File: src/rtl/sw_timer_if.sv
// sw_timer_if
// Groups the button inputs, the digit readback from the BCD down-counter
// chain and the control outputs of sw_timer_ctrl into one bundle.
//
// This is not a valid/ready handshake. The buttons are raw asynchronous
// levels. The controller synchronises them and acts on each rising edge
// exactly once. The digits are a level that the counter chain updates on
// the shared clock. Every output is a level, apart from pulse_1sec_o, which
// is a one-cycle strobe.
//
// Signals:
//   start_i, stop_i, clear_i  buttons (asynchronous level, active-high)
//   tim_1_i, tim_2_i, tim_3_i BCD digits: units, tens, hundreds
//   pulse_1sec_o              one-cycle tick, counter-chain enable
//   timer_reset_o             synchronous clear/preset-load for the chain
//   timeout_o                 high while the timer is alarming
//   alarm_o                   buzzer/LED, blinks once per second in alarm
//   state_o                   IDLE=00, RUN=01, PAUSE=10, ALARM=11
//
// Modports:
//   master  the board side: buttons and counter chain
//   slave   the controller
interface sw_timer_if;
  logic       start_i;
  logic       stop_i;
  logic       clear_i;
  logic [3:0] tim_1_i;
  logic [3:0] tim_2_i;
  logic [3:0] tim_3_i;
  logic       pulse_1sec_o;
  logic       timer_reset_o;
  logic       timeout_o;
  logic       alarm_o;
  logic [1:0] state_o;

  modport master (
    output start_i, stop_i, clear_i,
    output tim_1_i, tim_2_i, tim_3_i,
    input  pulse_1sec_o, timer_reset_o, timeout_o, alarm_o, state_o
  );

  modport slave (
    input  start_i, stop_i, clear_i,
    input  tim_1_i, tim_2_i, tim_3_i,
    output pulse_1sec_o, timer_reset_o, timeout_o, alarm_o, state_o
  );
endinterface

File: src/rtl/sw_timer_ctrl.sv
// sw_timer_ctrl
// Control sequencer for a three-digit BCD countdown timer. It turns the
// start/stop/clear buttons into run-time control of the down-counter chain.
// It produces the one-second enable tick and the chain's synchronous clear.
// When the digits reach 000, it raises timeout and a blinking alarm.
//
// Parameters:
//   PRESCALE   clock cycles per pulse_1sec_o tick (>= 2)
//   ALARM_SEC  seconds spent in ALARM before returning to IDLE (>= 1)
//
// Ports:
//   clk_i      system clock; all logic runs on the rising edge
//   reset_n_i  asynchronous, active-low reset
//   bus        sw_timer_if.slave: buttons, digits and control outputs
//
// state_o is the FSM state register. It is exported as-is so that
// checkers can follow the sequencer directly.
module sw_timer_ctrl #(
  parameter int PRESCALE  = 50000000,
  parameter int ALARM_SEC = 5
) (
  input logic        clk_i,
  input logic        reset_n_i,
  sw_timer_if.slave  bus
);

  localparam int PW = (PRESCALE  > 1) ? $clog2(PRESCALE)  : 1;
  localparam int AW = (ALARM_SEC > 1) ? $clog2(ALARM_SEC) : 1;

  localparam logic [PW-1:0] PCNT_LAST = PW'(PRESCALE - 1);
  localparam logic [AW-1:0] ASEC_LAST = AW'(ALARM_SEC - 1);
  localparam logic [PW-1:0] PCNT_ONE  = PW'(1);
  localparam logic [AW-1:0] ASEC_ONE  = AW'(1);

  typedef enum logic [1:0] {
    ST_IDLE  = 2'b00,
    ST_RUN   = 2'b01,
    ST_PAUSE = 2'b10,
    ST_ALARM = 2'b11
  } state_t;

  // ---------------------------------------------------------------------
  // Button conditioning. Bit order is {clear, stop, start}. s1/s2 form the
  // metastability synchroniser. s3 is the previous synchronised level, so
  // a held button gives exactly one event.
  // ---------------------------------------------------------------------
  logic [2:0] btn_s1;
  logic [2:0] btn_s2;
  logic [2:0] btn_s3;
  logic [2:0] btn_ev;
  logic       start_ev;
  logic       stop_ev;
  logic       clear_ev;

  always_ff @(posedge clk_i or negedge reset_n_i) begin
    if (!reset_n_i) begin
      btn_s1 <= 3'b000;
      btn_s2 <= 3'b000;
      btn_s3 <= 3'b000;
    end else begin
      btn_s1 <= {bus.clear_i, bus.stop_i, bus.start_i};
      btn_s2 <= btn_s1;
      btn_s3 <= btn_s2;
    end
  end

  assign btn_ev   = btn_s2 & ~btn_s3;
  assign start_ev = btn_ev[0];
  assign stop_ev  = btn_ev[1];
  assign clear_ev = btn_ev[2];

  // ---------------------------------------------------------------------
  // Digit readback and prescaler decode
  // ---------------------------------------------------------------------
  logic          zero;
  logic [PW-1:0] pcnt;
  logic [PW-1:0] pcnt_next;
  logic          tick;

  assign zero      = (bus.tim_1_i == 4'd0) && (bus.tim_2_i == 4'd0) &&
                     (bus.tim_3_i == 4'd0);
  assign tick      = (pcnt == PCNT_LAST);
  assign pcnt_next = tick ? '0 : (pcnt + PCNT_ONE);

  // ---------------------------------------------------------------------
  // Sequencer. pcnt keeps counting in ALARM so that the blink and the
  // auto-return use the same one-second base as the countdown. pcnt holds
  // in PAUSE, so a resumed second keeps the fraction it had already used.
  // ---------------------------------------------------------------------
  state_t        state;
  logic [AW-1:0] asec;
  logic          alarm_q;
  logic          timeout_q;

  always_ff @(posedge clk_i or negedge reset_n_i) begin
    if (!reset_n_i) begin
      state     <= ST_IDLE;
      pcnt      <= '0;
      asec      <= '0;
      alarm_q   <= 1'b0;
      timeout_q <= 1'b0;
    end else begin
      case (state)
        ST_IDLE: begin
          pcnt      <= '0;
          asec      <= '0;
          alarm_q   <= 1'b0;
          timeout_q <= 1'b0;
          // A clear pressed together with start wins, so the timer stays idle.
          if (!clear_ev && start_ev) begin
            state <= ST_RUN;
          end
        end

        ST_RUN: begin
          if (clear_ev) begin
            state <= ST_IDLE;
            pcnt  <= '0;
          end else if (stop_ev) begin
            // This is still a RUN cycle, so the prescaler advances once more.
            state <= ST_PAUSE;
            pcnt  <= pcnt_next;
          end else if (zero) begin
            state     <= ST_ALARM;
            pcnt      <= '0;
            asec      <= '0;
            alarm_q   <= 1'b1;
            timeout_q <= 1'b1;
          end else begin
            pcnt <= pcnt_next;
          end
        end

        ST_PAUSE: begin
          if (clear_ev) begin
            state <= ST_IDLE;
            pcnt  <= '0;
          end else if (start_ev) begin
            state <= ST_RUN;
          end
        end

        ST_ALARM: begin
          if (|btn_ev) begin
            // Any button acknowledges the alarm.
            state     <= ST_IDLE;
            pcnt      <= '0;
            asec      <= '0;
            alarm_q   <= 1'b0;
            timeout_q <= 1'b0;
          end else if (tick) begin
            pcnt <= '0;
            if (asec == ASEC_LAST) begin
              state     <= ST_IDLE;
              asec      <= '0;
              alarm_q   <= 1'b0;
              timeout_q <= 1'b0;
            end else begin
              asec    <= asec + ASEC_ONE;
              alarm_q <= ~alarm_q;
            end
          end else begin
            pcnt <= pcnt_next;
          end
        end

        default: begin
          state <= ST_IDLE;
          pcnt  <= '0;
        end
      endcase
    end
  end

  // ---------------------------------------------------------------------
  // Outputs. The tick and the clear are decoded from registers only, so
  // they settle early in the cycle and are stable at the sampling edge.
  // The tick is masked at zero so that the chain never wraps past 000.
  // ---------------------------------------------------------------------
  assign bus.pulse_1sec_o  = (state == ST_RUN) && tick && !zero;
  assign bus.timer_reset_o = (state == ST_IDLE);
  assign bus.timeout_o     = timeout_q;
  assign bus.alarm_o       = alarm_q;
  assign bus.state_o       = state;

endmodule
File: src/flat_wrapper.sv
// flat-port wrapper written by rule: the top's interface ports become plain ports
module sw_timer_ctrl_flat 
#(
  parameter int PRESCALE  = 50000000,
  parameter int ALARM_SEC = 5
)
  (clk_i, reset_n_i, bus_start_i, bus_stop_i, bus_clear_i, bus_tim_1_i, bus_tim_2_i, bus_tim_3_i, bus_pulse_1sec_o, bus_timer_reset_o, bus_timeout_o, bus_alarm_o, bus_state_o);
  sw_timer_if bus_i ();
  input logic clk_i;
  input logic reset_n_i;
  input wire logic [$bits(bus_i.start_i)-1:0] bus_start_i;
  input wire logic [$bits(bus_i.stop_i)-1:0] bus_stop_i;
  input wire logic [$bits(bus_i.clear_i)-1:0] bus_clear_i;
  input wire logic [$bits(bus_i.tim_1_i)-1:0] bus_tim_1_i;
  input wire logic [$bits(bus_i.tim_2_i)-1:0] bus_tim_2_i;
  input wire logic [$bits(bus_i.tim_3_i)-1:0] bus_tim_3_i;
  output wire logic [$bits(bus_i.pulse_1sec_o)-1:0] bus_pulse_1sec_o;
  output wire logic [$bits(bus_i.timer_reset_o)-1:0] bus_timer_reset_o;
  output wire logic [$bits(bus_i.timeout_o)-1:0] bus_timeout_o;
  output wire logic [$bits(bus_i.alarm_o)-1:0] bus_alarm_o;
  output wire logic [$bits(bus_i.state_o)-1:0] bus_state_o;
  assign bus_i.start_i = bus_start_i;
  assign bus_i.stop_i = bus_stop_i;
  assign bus_i.clear_i = bus_clear_i;
  assign bus_i.tim_1_i = bus_tim_1_i;
  assign bus_i.tim_2_i = bus_tim_2_i;
  assign bus_i.tim_3_i = bus_tim_3_i;
  assign bus_pulse_1sec_o = bus_i.pulse_1sec_o;
  assign bus_timer_reset_o = bus_i.timer_reset_o;
  assign bus_timeout_o = bus_i.timeout_o;
  assign bus_alarm_o = bus_i.alarm_o;
  assign bus_state_o = bus_i.state_o;
  sw_timer_ctrl #(.PRESCALE(PRESCALE), .ALARM_SEC(ALARM_SEC)) u_core (.clk_i(clk_i), .reset_n_i(reset_n_i), .bus(bus_i));
endmodule
File: config.mk
export PLATFORM = sky130hd
export DESIGN_NAME = sw_timer_ctrl_flat
export DESIGN_NICKNAME = d
export VERILOG_FILES = /design/src/rtl/sw_timer_if.sv /design/src/rtl/sw_timer_ctrl.sv /design/src/flat_wrapper.sv
export SDC_FILE = /design/constraint.sdc
export NUM_CORES = 1
export LEC_CHECK = 0
export CORE_AREA = 2 2 67 69
export DETAILED_ROUTE_END_ITERATION = 8
export DIE_AREA = 0 0 69 71
export GPL_ROUTABILITY_DRIVEN = 0
export GPL_TIMING_DRIVEN = 0
export PLACE_DENSITY = 0.86
export RECOVER_POWER = 25
export SYNTH_ARGS = -nofsm -noshare
export SYNTH_HDL_FRONTEND = slang
export SYNTH_SLANG_ARGS = --single-unit
File: constraint.sdc
create_clock -name clk_i -period 3.4 [get_ports clk_i]
set_input_delay 0.68 -clock clk_i [delete_from_list [all_inputs] [get_ports clk_i]]
set_output_delay 0.68 -clock clk_i [all_outputs]
set_load 0.005 [all_outputs]
==> impl_metrics.toml <==
[timing]
max_slew_margin = -0.462
setup_viol = 0
final-hold-violation-count = 0
fin_skew_ps = 8.51
min_period_ps = 3320
fin_crit_sh = 0.977
worst_slack_ps = 77.1
rsz0062_at_grt = "false"
tns_ps = 0
fmax_mhz = 301
tightest_slew_ps = 2190
drv_slew = 42

[cells_and_area]
area_growth_pct = 16.3
fin_util = 0.680
finalNonFillerCells = 337
post_route_cells_drive_above_1_share = 0.144
fill_cells = 336
antenna_cells = 0
final_nets = 304

[yosys]
ys_top_cells_by_area = "dfrtp_1 43%, a31oi_1 4.3%, nand3_1 3.7%"
synth-seq-cells = 42
async_flop_share = 1.00
synth_edf_count = 0
avgSynthCellArea_sq_um = 9.71
synth_cell_types = 61
yosysSeqAreaShare = 0.428
netlist_instances = 253
syn_nets = 273
syn_area_sq_um = 2460
synth_top_cell_by_area = "dfrtp_1"
synth_top_flop_cell = "dfrtp_1"
ys_warn_count = 0
netlist.area_leader.share = 0.428

[placed_design]
portBuffers = 22
dp_cells = 328
dpl_worst_slack_ps = 145
place_hpwl_mm = 4.24

[worst_setup_path]
end_kind = "output port"
path_class = "flop to output port"
path_max_fanout = 10
path_delay_family = "simple AND/OR/NAND/NOR gates"
cp.arrival_ps = 2640
cp_slowest_cell = "or4_4"
worstSetupStartpointType = "flop"
cp_slowest_stage_delay_ps = 540
crit_buf_inv = 2
cp.required_ps = 2720
crit_chain = "buf_6 > or4_4 > nor4_4 > nor4b_4 > and3_2 > clkdlybuf4s50_1"

[routing]
drc = 0
drt_iter0_markers = 208
firstDrtPassIters = 5
topRoutingLayerUsed = "met4"
wl_mm = 6.02
met2_wirelength_mm = 2.93
dr_wl_met3_microns = 494
detail_route.wl_per_cell_microns = 17.9
wl_met1_mm = 2.50
vias = 2229
viasPerCell = 6.61
antenna_left = 0

[floorplanning]
start_util = 0.585
die_h_microns = 71
core_area_sq_um = 4200
die_w_microns = 69
std_cell_rows = 24
io_pins = 23
dieArea_sq_um = 4900

[status]
status = "finished with violations"
violations = "max-capacitance violations, max-slew violations"

[clock_tree]
root_buffer = "clkbuf_8"
htree_levels = 2
worstSkewPairLatency_ps = 300
cts-buffers-inserted = 5
cts_tree = "done"
post_cts_resized = 0
cts_buffer_depth = 2
path_clk_slew_ps = 80
cts.sinks = 42

[grt]
antenna_found_initial = 0
grt_start_max_net_pins = 42
grt_pass1_vias = 2238
gr-total-overflow = 0
grt_usage = 0.268
grt_first_pass_wirelength_mm = 10.5

[run]
drv_cap = 1

[power_and_ir_drop]
ir_worst_vdd_mv = 0.466
power_density_nw_per_um2 = 538
p_total_mw = 1.54
p_leak_nw = 1.12

[hold_path]
hold_class = "input pin to async pin"
## sequential cells by signal, summed over array words and instances, names as in the netlist
name	flops
u_core.bus.state_o	2
u_core.bus.alarm_o	1
u_core.bus.timeout_o	1
u_core.pcnt	26
u_core.btn_s2	3
u_core.asec	3
u_core.btn_s1	3
u_core.btn_s3	3
## metal layers
metal  track usage  up-vias
met5             0        -
met4         0.105        0
met3        0.0598       10
met2         0.446       98
met1         0.343     1076
li1              -     1045
## synth_stat cells, types with 2 or more instances
| cell type | n |
|---|---|
| and4_1 | 3 |
| a22o_1 | 2 |
| or2_2 | 2 |
| nand4_1 | 9 |
| ha_1 | 3 |
| nor4_4 | 2 |
| o21ai_0 | 9 |
| and4_2 | 2 |
| a22o_2 | 2 |
| a21o_1 | 2 |
| nor2_1 | 13 |
| nand3b_1 | 4 |
| nor4_1 | 8 |
| a41oi_1 | 4 |
| nor3_1 | 5 |
| buf_2 | 2 |
| inv_1 | 7 |
| or3_1 | 2 |
| o31a_2 | 3 |
| a21oi_1 | 8 |
| buf_6 | 2 |
| and2_1 | 3 |
| a22oi_1 | 2 |
| a221o_1 | 2 |
| dfrtp_1 | 42 |
| mux2_2 | 3 |
| clkbuf_1 | 6 |
| nand2_1 | 23 |
| buf_4 | 2 |
| o41ai_1 | 2 |
| a31oi_1 | 17 |
| nor2b_1 | 7 |
| nand3_1 | 18 |
| and3_1 | 4 |
| or4_1 | 2 |
## timing repair
item | CTS | global route
hold endpoints to repair | 0 | 0
setup buffers | 1 | 0
setup endpoints to repair | 1 | 0
hold buffers | 0 | 0
## per-stage QoR
step	hold slack [ps]	cell area (sq um)
after detailed placement	341	2760
final	152	2860
after global routing	139	2860
after floorplan	331	2460
after CTS	159	2880
after global placement	334	2740
## placed cells by master, fill, tap and decap left out, types with 4 or more instances in the layout
master,count
a31oi_1,17
nor4_1,8
o21ai_0,9
clkbuf_1,9
nor2_1,13
nor2b_1,7
clkdlybuf4s50_1,21
nand4_1,9
clkbuf_8,6
nor3_1,5
and3_1,4
nand3_1,18
nand3b_1,4
nand2_1,23
inv_1,7
a41oi_1,4
a21oi_1,8
dfrtp_1,42
## layout make-up
class                           instances  area [sq um]  share of cell area
Sequential cell                        42          1050               0.368
Clock inverter                          2          37.5              0.0131
Tap cell                               52          65.1              0.0228
Multi-Input combinational cell        191          1300               0.454
Inverter                                7          26.3             0.00919
Buffer                                 13          83.8              0.0293
Clock buffer                            6          72.6              0.0254
Timing Repair Buffer                   24           225              0.0788
## path summary, 6_finish.rpt
| check | start | end | slack (ps) | cells after the start |
|---|---|---|---|---|
| setup / recovery | u_core.pcnt[8] | bus_pulse_1sec_o | 80 | 6 |
| hold / removal | reset_n_i | u_core.btn_s1[2] | 150 | 1 |
| setup reg to reg | u_core.pcnt[0] | u_core.pcnt[16] | 830 | 6 |
| hold reg to reg | u_core.btn_s1[1] | u_core.btn_s2[1] | 360 | 0 |
| max in group asynchronous | reset_n_i | u_core.asec[2] | 960 | 2 |
| min in group clk_i | u_core.btn_s1[1] | u_core.btn_s2[1] | 360 | 0 |
## kinds of logic after synthesis
| group | synth area share |
|---|---|
| adders and majority gates | 0.0153 |
| DFF | 0.428 |
| AOI/OAI and AO/OA | 0.194 |
| buffers and inverters | 0.0448 |
| muxes | 0.0178 |
| and+or+nand+nor | 0.300 |
## power breakdown
part / total [mW] / internal (mW) / switching [mW] / leakage [nW]
registers: 0.599 / 0.550 / 0.0497 / 0.555
clock network: 0.391 / 0.219 / 0.172 / 0.0514
logic: 0.548 / 0.243 / 0.305 / 0.518
## worst register-to-register path: stages (launching register included)
cell	delay, ps
dfrtp_1	430
ha_1	240
nand4_1	230
nor4_1	1010
a21boi_0	230
a22oi_1	210
o41ai_1	110
No activity file was read; power rests on OpenSTA's default activity.
